### src/rtl/counter_seq_ctrl.sv
// rtl/counter_seq_ctrl.sv - two-level nested index sequencer with valid/ready handshake
// Emits (inner, outer) index pairs from latched loop bounds; abort and reset end a sequence early.
module counter_seq_ctrl #(
  parameter int WIDTH = 32
) (
  input  logic             clk,
  input  logic             rst,
  input  logic             start,
  input  logic             abort,
  input  logic [WIDTH-1:0] in_start,
  input  logic [WIDTH-1:0] in_end,
  input  logic [WIDTH-1:0] in_step,
  input  logic [WIDTH-1:0] out_start,
  input  logic [WIDTH-1:0] out_end,
  input  logic [WIDTH-1:0] out_step,
  input  logic             idx_ready,
  output logic             idx_valid,
  output logic [WIDTH-1:0] idx_in,
  output logic [WIDTH-1:0] idx_out,
  output logic             idx_last,
  output logic             busy,
  output logic             done
);

  typedef enum logic [1:0] {
    IDLE = 2'd0,
    RUN  = 2'd1,
    DONE = 2'd2
  } state_e;

  state_e           state_q, state_d;
  logic [WIDTH-1:0] idx_in_q, idx_in_d;
  logic [WIDTH-1:0] idx_out_q, idx_out_d;
  logic [WIDTH-1:0] in_start_q, in_start_d;
  logic [WIDTH-1:0] in_end_q, in_end_d;
  logic [WIDTH-1:0] in_step_q, in_step_d;
  logic [WIDTH-1:0] out_start_q, out_start_d;
  logic [WIDTH-1:0] out_end_q, out_end_d;
  logic [WIDTH-1:0] out_step_q, out_step_d;

  logic in_at_end;
  logic out_at_end;
  logic handshake;

  assign in_at_end  = (idx_in_q == in_end_q);
  assign out_at_end = (idx_out_q == out_end_q);
  assign handshake  = (state_q == RUN) && idx_ready;

  always_comb begin
    state_d     = state_q;
    idx_in_d    = idx_in_q;
    idx_out_d   = idx_out_q;
    in_start_d  = in_start_q;
    in_end_d    = in_end_q;
    in_step_d   = in_step_q;
    out_start_d = out_start_q;
    out_end_d   = out_end_q;
    out_step_d  = out_step_q;

    case (state_q)
      IDLE: begin
        if (start && !abort) begin
          in_start_d  = in_start;
          in_end_d    = in_end;
          in_step_d   = in_step;
          out_start_d = out_start;
          out_end_d   = out_end;
          out_step_d  = out_step;
          idx_in_d    = in_start;
          idx_out_d   = out_start;
          state_d     = RUN;
        end
      end
      RUN: begin
        // Abort wins over a handshake in the same cycle.
        if (abort) begin
          state_d = IDLE;
        end else if (handshake) begin
          if (!in_at_end) begin
            idx_in_d = idx_in_q + in_step_q;
          end else if (!out_at_end) begin
            idx_in_d  = in_start_q;
            idx_out_d = idx_out_q + out_step_q;
          end else begin
            state_d = DONE;
          end
        end
      end
      DONE: begin
        state_d = IDLE;
      end
      default: begin
        state_d = IDLE;
      end
    endcase
  end

  always_ff @(posedge clk) begin
    if (rst) begin
      state_q     <= IDLE;
      idx_in_q    <= '0;
      idx_out_q   <= '0;
      in_start_q  <= '0;
      in_end_q    <= '0;
      in_step_q   <= '0;
      out_start_q <= '0;
      out_end_q   <= '0;
      out_step_q  <= '0;
    end else begin
      state_q     <= state_d;
      idx_in_q    <= idx_in_d;
      idx_out_q   <= idx_out_d;
      in_start_q  <= in_start_d;
      in_end_q    <= in_end_d;
      in_step_q   <= in_step_d;
      out_start_q <= out_start_d;
      out_end_q   <= out_end_d;
      out_step_q  <= out_step_d;
    end
  end

  assign idx_valid = (state_q == RUN);
  assign busy      = (state_q == RUN);
  assign done      = (state_q == DONE);
  assign idx_in    = idx_in_q;
  assign idx_out   = idx_out_q;
  assign idx_last  = in_at_end && out_at_end && (state_q == RUN);

endmodule
### config.mk
export PLATFORM = sky130hd
export DESIGN_NAME = counter_seq_ctrl
export DESIGN_NICKNAME = d
export VERILOG_FILES = /design/src/rtl/counter_seq_ctrl.sv
export SDC_FILE = /design/constraint.sdc
export NUM_CORES = 1
export LEC_CHECK = 0
export CORE_MARGIN = 1
export CORE_UTILIZATION = 52
export DETAILED_ROUTE_END_ITERATION = 12
export GPL_TIMING_DRIVEN = 0
export PLACE_DENSITY = 0.79
export SYNTH_ARGS = -nofsm -noshare
export SYNTH_HDL_FRONTEND = slang
export SYNTH_SLANG_ARGS = --single-unit
### constraint.sdc
create_clock -name clk -period 3.2 [get_ports clk]
set_input_delay 0.64 -clock clk [delete_from_list [all_inputs] [get_ports clk]]
set_output_delay 0.64 -clock clk [all_outputs]
set_load 0.02 [all_outputs]
==> results.md <==
- Status: finished, final reports clean
- Worst slew pin tran: 0.884 ns
- CTS tree: done
- VDD IR-drop max: 0.400 mV
- FF+latch count, synth: 226
- H-tree levels: 1
- Core area: 24300 um2
- Layout cells sized above 1: 6.87%
- RR Startpoint: idx_in[0]
- Count leader, synth: nand2_1
- CTS root buf: clkbuf_16
- Drt pass-1 iters: 6
- Final setup violation count: 0
- CP top delay family: simple AND/OR/NAND/NOR gates
- Clock Skews: 0.00907 ns
- Leak: 6.47 nW
- Area delta synth->final: 32.1%
- Util after Layout: 69.9%
- Post-synth EDFFs: 0
- Final Total Pwr: 7.75 mW
- Hold Path Origin: in_start_q[3]
- Post-Syn Nets: 1956
- Die area: 25400 um2
- Synth top area cells: dfxtp_1 35%, nand2_1 12%, a21oi_1 9.6%
- Worst hold path type: reg2reg
- Max Slew Vio Count: 0
- Tmin final: 3.17 ns
- Min-Delay Path Depth: 2
- Ant diodes: 0
- # clock sinks: 226
- First-pass GRT wire length: 74500 um
- Grt total ovfl: 0
- Routed WL per cell: 20.9 um
- Pwr Density: 456 nW/um2
- Crit-path slowest cell: dfxtp_1
- CP arrival: 2.53 ns
- Fin. Hold Viols: 0
- Vias in the first global route: 13678
- Die Width: 159 um
- Synth warn: 0
- WS Path Type: reg2out
- Fill cells: 2052
- ANT nets after route: 0
- Main synth FF type: dfxtp_1
- Worst reg2reg path depth: 11
- Mapped Cells: 1695
- Clock transition at path regs: 0.06 ns
- Placed cells: 2282
- Fin crit share: 99.0%
- Slowest stage delay, CP: 0.48 ns
- Initial core utilization: 52.9%
- Cts hold-fix bufs: 0
- Final Instance Count excl. Fillers: 2333
- Final WL: 48900 um
- DRT iter0 DRCs: 1204
- Highest Clock Rate: 316 MHz
- Post-place setup slack: -0.566 ns
- Number of cells on the critical path: 7
- Drt via density: 5.92
- Synthesized area: 12900 um2
- Crit-path max FO: 5
- DR vias: 13804
- Final GP Congestion: 0.957
- CTS Buf Count: 25
- Buf/Inv on CP: 2
- Startpoint types: flop
- Hold slack: 0.454 ns
- Clk_lat worst skew: 0.54 ns
- CP Capture Type: output pin
- FF-to-FF setup slack: 0.11 ns
- WHS Endpoint: in_start_q[3]
- Final net count: 2252
- Netlist cell types: 71
- Ports: 265
- # DRC: 0
- Max Cap Viol: 0
- Avg Inst Size Synth: 7.59 um2
- Clock Path Buffers: 3
- Largest net degree at the start of global routing: 15
- Critical Path RT: 2.56 ns
- Relative slew margins: 40.5%
- Commonest cells post-synth: 427 x nand2_1, 248 x a21oi_1, 226 x dfxtp_1, 107 x nor2_1, 87 x xnor2_1
- Async S/R FF share, synth: 0%
- Area share of the largest cell type after synthesis: 35.2%
- Die H: 159 um
- Worst setup margin: 0.0330 ns
- Register area share after synthesis: 35.2%
- RR Endpoint: idx_in[30]
- Final HPWL DP: 37900 um
- Number of port buffers: 263
- Initial antenna violation count: 2
- Global Route Usage Sum: 37.7%
- Row cnt: 57
- CP cell instances: xnor2_1, nand4_1, nor4_4, buf_4, nand2_2, nor3_4, clkdlybuf4s15_2
- Area leader, netlist: dfxtp_1
==> how the worst max path moves through the flow <==
stage	from	end	slack, ns
2_1_floorplan	idx_in[0]	idx_in[18]	0.35
4_1_cts	idx_in[2]	idx_last	0.005
3_3_place_gp	state_q[0]	idx_valid	-0.53
6_report	idx_in[8]	idx_last	0.03
3_5_place_dp	state_q[0]	idx_valid	-0.57
5_1_grt	idx_in[7]	idx_last	-0.02
==> flip-flops by register name, summed over array words and instances, names as in the netlist <==
register,flops
idx_in,32
idx_out,32
in_end_q,32
in_start_q,32
in_step_q,32
out_end_q,32
out_step_q,32
state_q,2
==> cell families (layout without fill, tap and decap cells) <==
group,Yosys count,after routing,share of synthesized area [%]
AOI/OAI and AO/OA,485,485,23.3
and+or+nand+nor,662,662,21.9
buffers and inverters,127,441,4.07
muxes,30,30,2.36
DFF,226,226,35.2
xor gates and xnor gates,101,101,6.88
adders and majority gates,64,64,6.34
==> layout by cell type (no fill, tap or decap), drive strengths merged, types with 5 or more instances in the layout <==
master and instances:
and3 8, or3 5, nand2 428, a21oi 249
nand2b 5, a21boi 6, xor2 14, a311oi 21
nor3 27, clkdlybuf4s50 262, nor2b 10, o21ai 58
clkbuf 115, buf 29, dfxtp 226, ha 62
o211ai 14, o21a 9, nand4 27, nor2 107
xnor2 87, and2 6, inv 23, a31oi 15
o21bai 14, nand3 18, clkinv 9, a21o 26
a211oi 37, a211o 5, mux2i 27
==> cell type report <==
class	instances	area, um2	share of cell area, %
Multi-Input combinational cell	1342	7980	47.0
Tap cell	324	405	2.39
Clock inverter	12	98.8	0.582
Timing Repair Buffer	271	2690	15.9
Clock buffer	33	726	4.27
Sequential cell	226	4550	26.8
Buffer	103	445	2.62
Inverter	22	87.6	0.515
==> worst register-to-register path: stages (launching register included) <==
cell and delay [ns]:
dfxtp_2 0.37, ha_1 0.26, fa_1 0.45, a211oi_2 0.29
o21ai_1 0.17, a221oi_2 0.29, buf_4 0.18, a211oi_4 0.09
o21bai_1 0.32, a211oi_2 0.14, mux2i_2 0.21, o211a_1 0.22
==> metal layers <==
metal / global-route usage, % / vias up / share of wire (%)
li1: - / 6501 / -
met1: 45.3 / 6444 / 39
met2: 64.6 / 668 / 47
met3: 5.55 / 187 / 8.0
met4: 21.2 / 4 / 5.8
met5: 0 / - / 0.070
==> through the flow <==
step	cell area (um2)	setup TNS [ns]
6_report	17000	0
5_1_grt	17000	-0.0224
3_3_place_gp	15900	-20.86
2_1_floorplan	12900	0
4_1_cts	16900	0
3_5_place_dp	15900	-24.23
==> where the power goes <==
part / total (mW) / internal (mW) / switching [mW]
sequential: 3.17 / 2.98 / 0.193
clock: 2.90 / 1.68 / 1.23
combinational: 1.68 / 0.749 / 0.930
==> timing repair <==
item	in CTS	in global routing
buffers inserted	6	2
setup endpoints to repair	25	12
gates resized for setup	36	24
pin swaps	8	5
(Power assumes the default switching activity.)
==> RTL edit, RTL diff (same settings) <==
Change the parameter `WIDTH` from 32 to 24.
--- a/src/rtl/counter_seq_ctrl.sv
+++ b/src/rtl/counter_seq_ctrl.sv
@@ -1,7 +1,7 @@
 // rtl/counter_seq_ctrl.sv - two-level nested index sequencer with valid/ready handshake
 // Emits (inner, outer) index pairs from latched loop bounds; abort and reset end a sequence early.
 module counter_seq_ctrl #(
-  parameter int WIDTH = 32
+  parameter int WIDTH = 24
 ) (
   input  logic             clk,
   input  logic             rst,
Interface: changed (8 resized); port bits go from 265 to 201. The function was not compared with the original's and may differ.
==> RTL edit against the original RTL <==
  * Wire length is 33% lower
  * Non-clock buffer count is 90 lower
  * Die area is 25% lower
  * Register-to-register slack better by 0.03 ns
  * Maximum frequency is 0.91% higher
  * Synthesized cell count is 26% lower
  * Sequential cell count is 56 lower
  * Cell area is 26% lower
  * Power is 28% lower
  * Synthesized area is 26% lower
  * Setup slack better by 0.028 ns
  * Critical path type unchanged
  * Largest cell class unchanged
==> RTL edit: results (changes against the original RTL) <==
complex-gate fraction of the synthesized area 22.5% (-0.71 points); Hold Path Class flip-flop to flip-flop; status completed; global-route wire length before repair 49700 um (-33%); Diodes inserted 0 (unchanged); Longest Clk Path Bufs 2 (-1); critical path arrival 2.50 ns (-0.03 ns); top_reg_cell synth dfxtp_1; Initial DRT Pass Iterations 5 (-1); CTS clk-pin slew, worst paths approximately 0.07 ns; Worst Max-Slew Pin Slew 1.00 ns (+0.120 ns); antenna violations before repair 0 (-2); drt wl/cell 19.0 um (-9.2%); Iter 0 DRT Violations 899 (-25%); maximum vdd drop 395 uV (-1.1%); GRT Overall Usage 35.3% (-2.4 points); slowest stage delay, CP 0.45 ns (-0.03 ns); syn_nets 1458 (-25%); Max H-tree Level 4 (+3); Ys Warns 0 (unchanged); number of cells after detailed placement 1688 (-26%); Crit-path slowest cell dfxtp_1; largest net degree at the start of global routing 17 (+2); Root Driver clkbuf_16; crit path max fanout 4 (-1); Area contributors post-synth dfxtp_1, nand2_1, a21oi_1, ha_1, xnor2_1; vias in the first global route 9305 (-32%); commonest cells in the netlist nand2_1, a21oi_1, dfxtp_1, nor2_1, clkbuf_1; post-synth cell types 64 (-9.9%); Post-synth ARST share 0% (unchanged); fraction of layout cells with a size suffix above 1 4.96% (-1.9 points); XOR/XNOR Fraction of Synth Area 7.71% (+0.83 points); Clock Skew 0.00671 ns (-0.00236 ns); Skew-Pair Late Insertion Delay 0.44 ns (-0.10 ns); Worst path top cell family by delay simple AND/OR/NAND/NOR gates; detailed placement HPWL 25100 um (-34%); Lkg Pwr 0.00489 uW (-24%); register area share after synthesis 35.7% (+0.48 points); filler instances 1515 (-26%); DR vias/cell 5.85 (-1.1%); TritonCTS Buffers 17 (-32%); vias post-DR 10100 (-27%); buffers added on ports 198 (-25%); post-synthesis mux area share 1.89% (-0.48 points); syn_area_per_cell 7.57 um^2 (-0.25%); post-synthesis adder-cell area fraction 6.45% (+0.11 points); GPL Wtd Cong 0.954 (-0.27%)
[RTL edit: cell type report]
cell class | count | area share (%)
multi-input combinational | 980 | 46.2
sequential | 170 | 27.3
timing repair buffer | 201 | 16.0
clock buffer | 18 | 3.43
buffer | 83 | 2.69
tap | 229 | 2.29
clock inverter | 14 | 1.28
inverter | 25 | 0.780
[RTL edit: routing by layer]
layer / global-route usage, % / up-vias / part of all wire, %
li1: - / 4804 / -
met1: 47.5 / 4680 / 44
met2: 54.2 / 498 / 44
met3: 8.28 / 85 / 9.1
met4: 14.0 / 0 / 3.3
met5: 0 / - / 0
[RTL edit: final timing paths]
check	startpoint	end	slack, ns	depth (start not counted)
max	idx_out[10]$_SDFFE_PP0P_	idx_last	0.06	6
min	in_start_q[13]$_SDFFE_PP0P_	in_start_q[13]$_SDFFE_PP0P_	0.45	2
max reg2reg	idx_in[7]$_SDFFE_PP0P_	idx_in[18]$_SDFFE_PP0P_	0.14	11
min reg2reg	in_start_q[13]$_SDFFE_PP0P_	in_start_q[13]$_SDFFE_PP0P_	0.45	2
[RTL edit: through the flow]
stage	area [um^2]	TNS, ns	worst slack [ns]	hold slack [ns]
global placement	11800	-0.927	-0.425	0.441
floorplan	9550	0	0.414	0.436
detailed placement	11800	-0.932	-0.449	0.447
finish	12500	0	0.0614	0.455
CTS	12500	0	0.0449	0.456
global route	12500	-0.00186	-0.00186	0.481
[RTL edit: repair_timing]
action                                  4_1_cts  5_1_grt
resized for setup                            10       12
endpoints found under the setup margin        4       12
setup buffers                                 2        1
pin swaps                                     1        2
[RTL edit: power breakdown]
part | leakage, uW | total [uW] | internal, uW | switching, uW
combinational | 0.00322 | 1150 | 519 | 629
clock | 0.000280 | 2110 | 1170 | 938
sequential | 0.00139 | 2360 | 2230 | 129
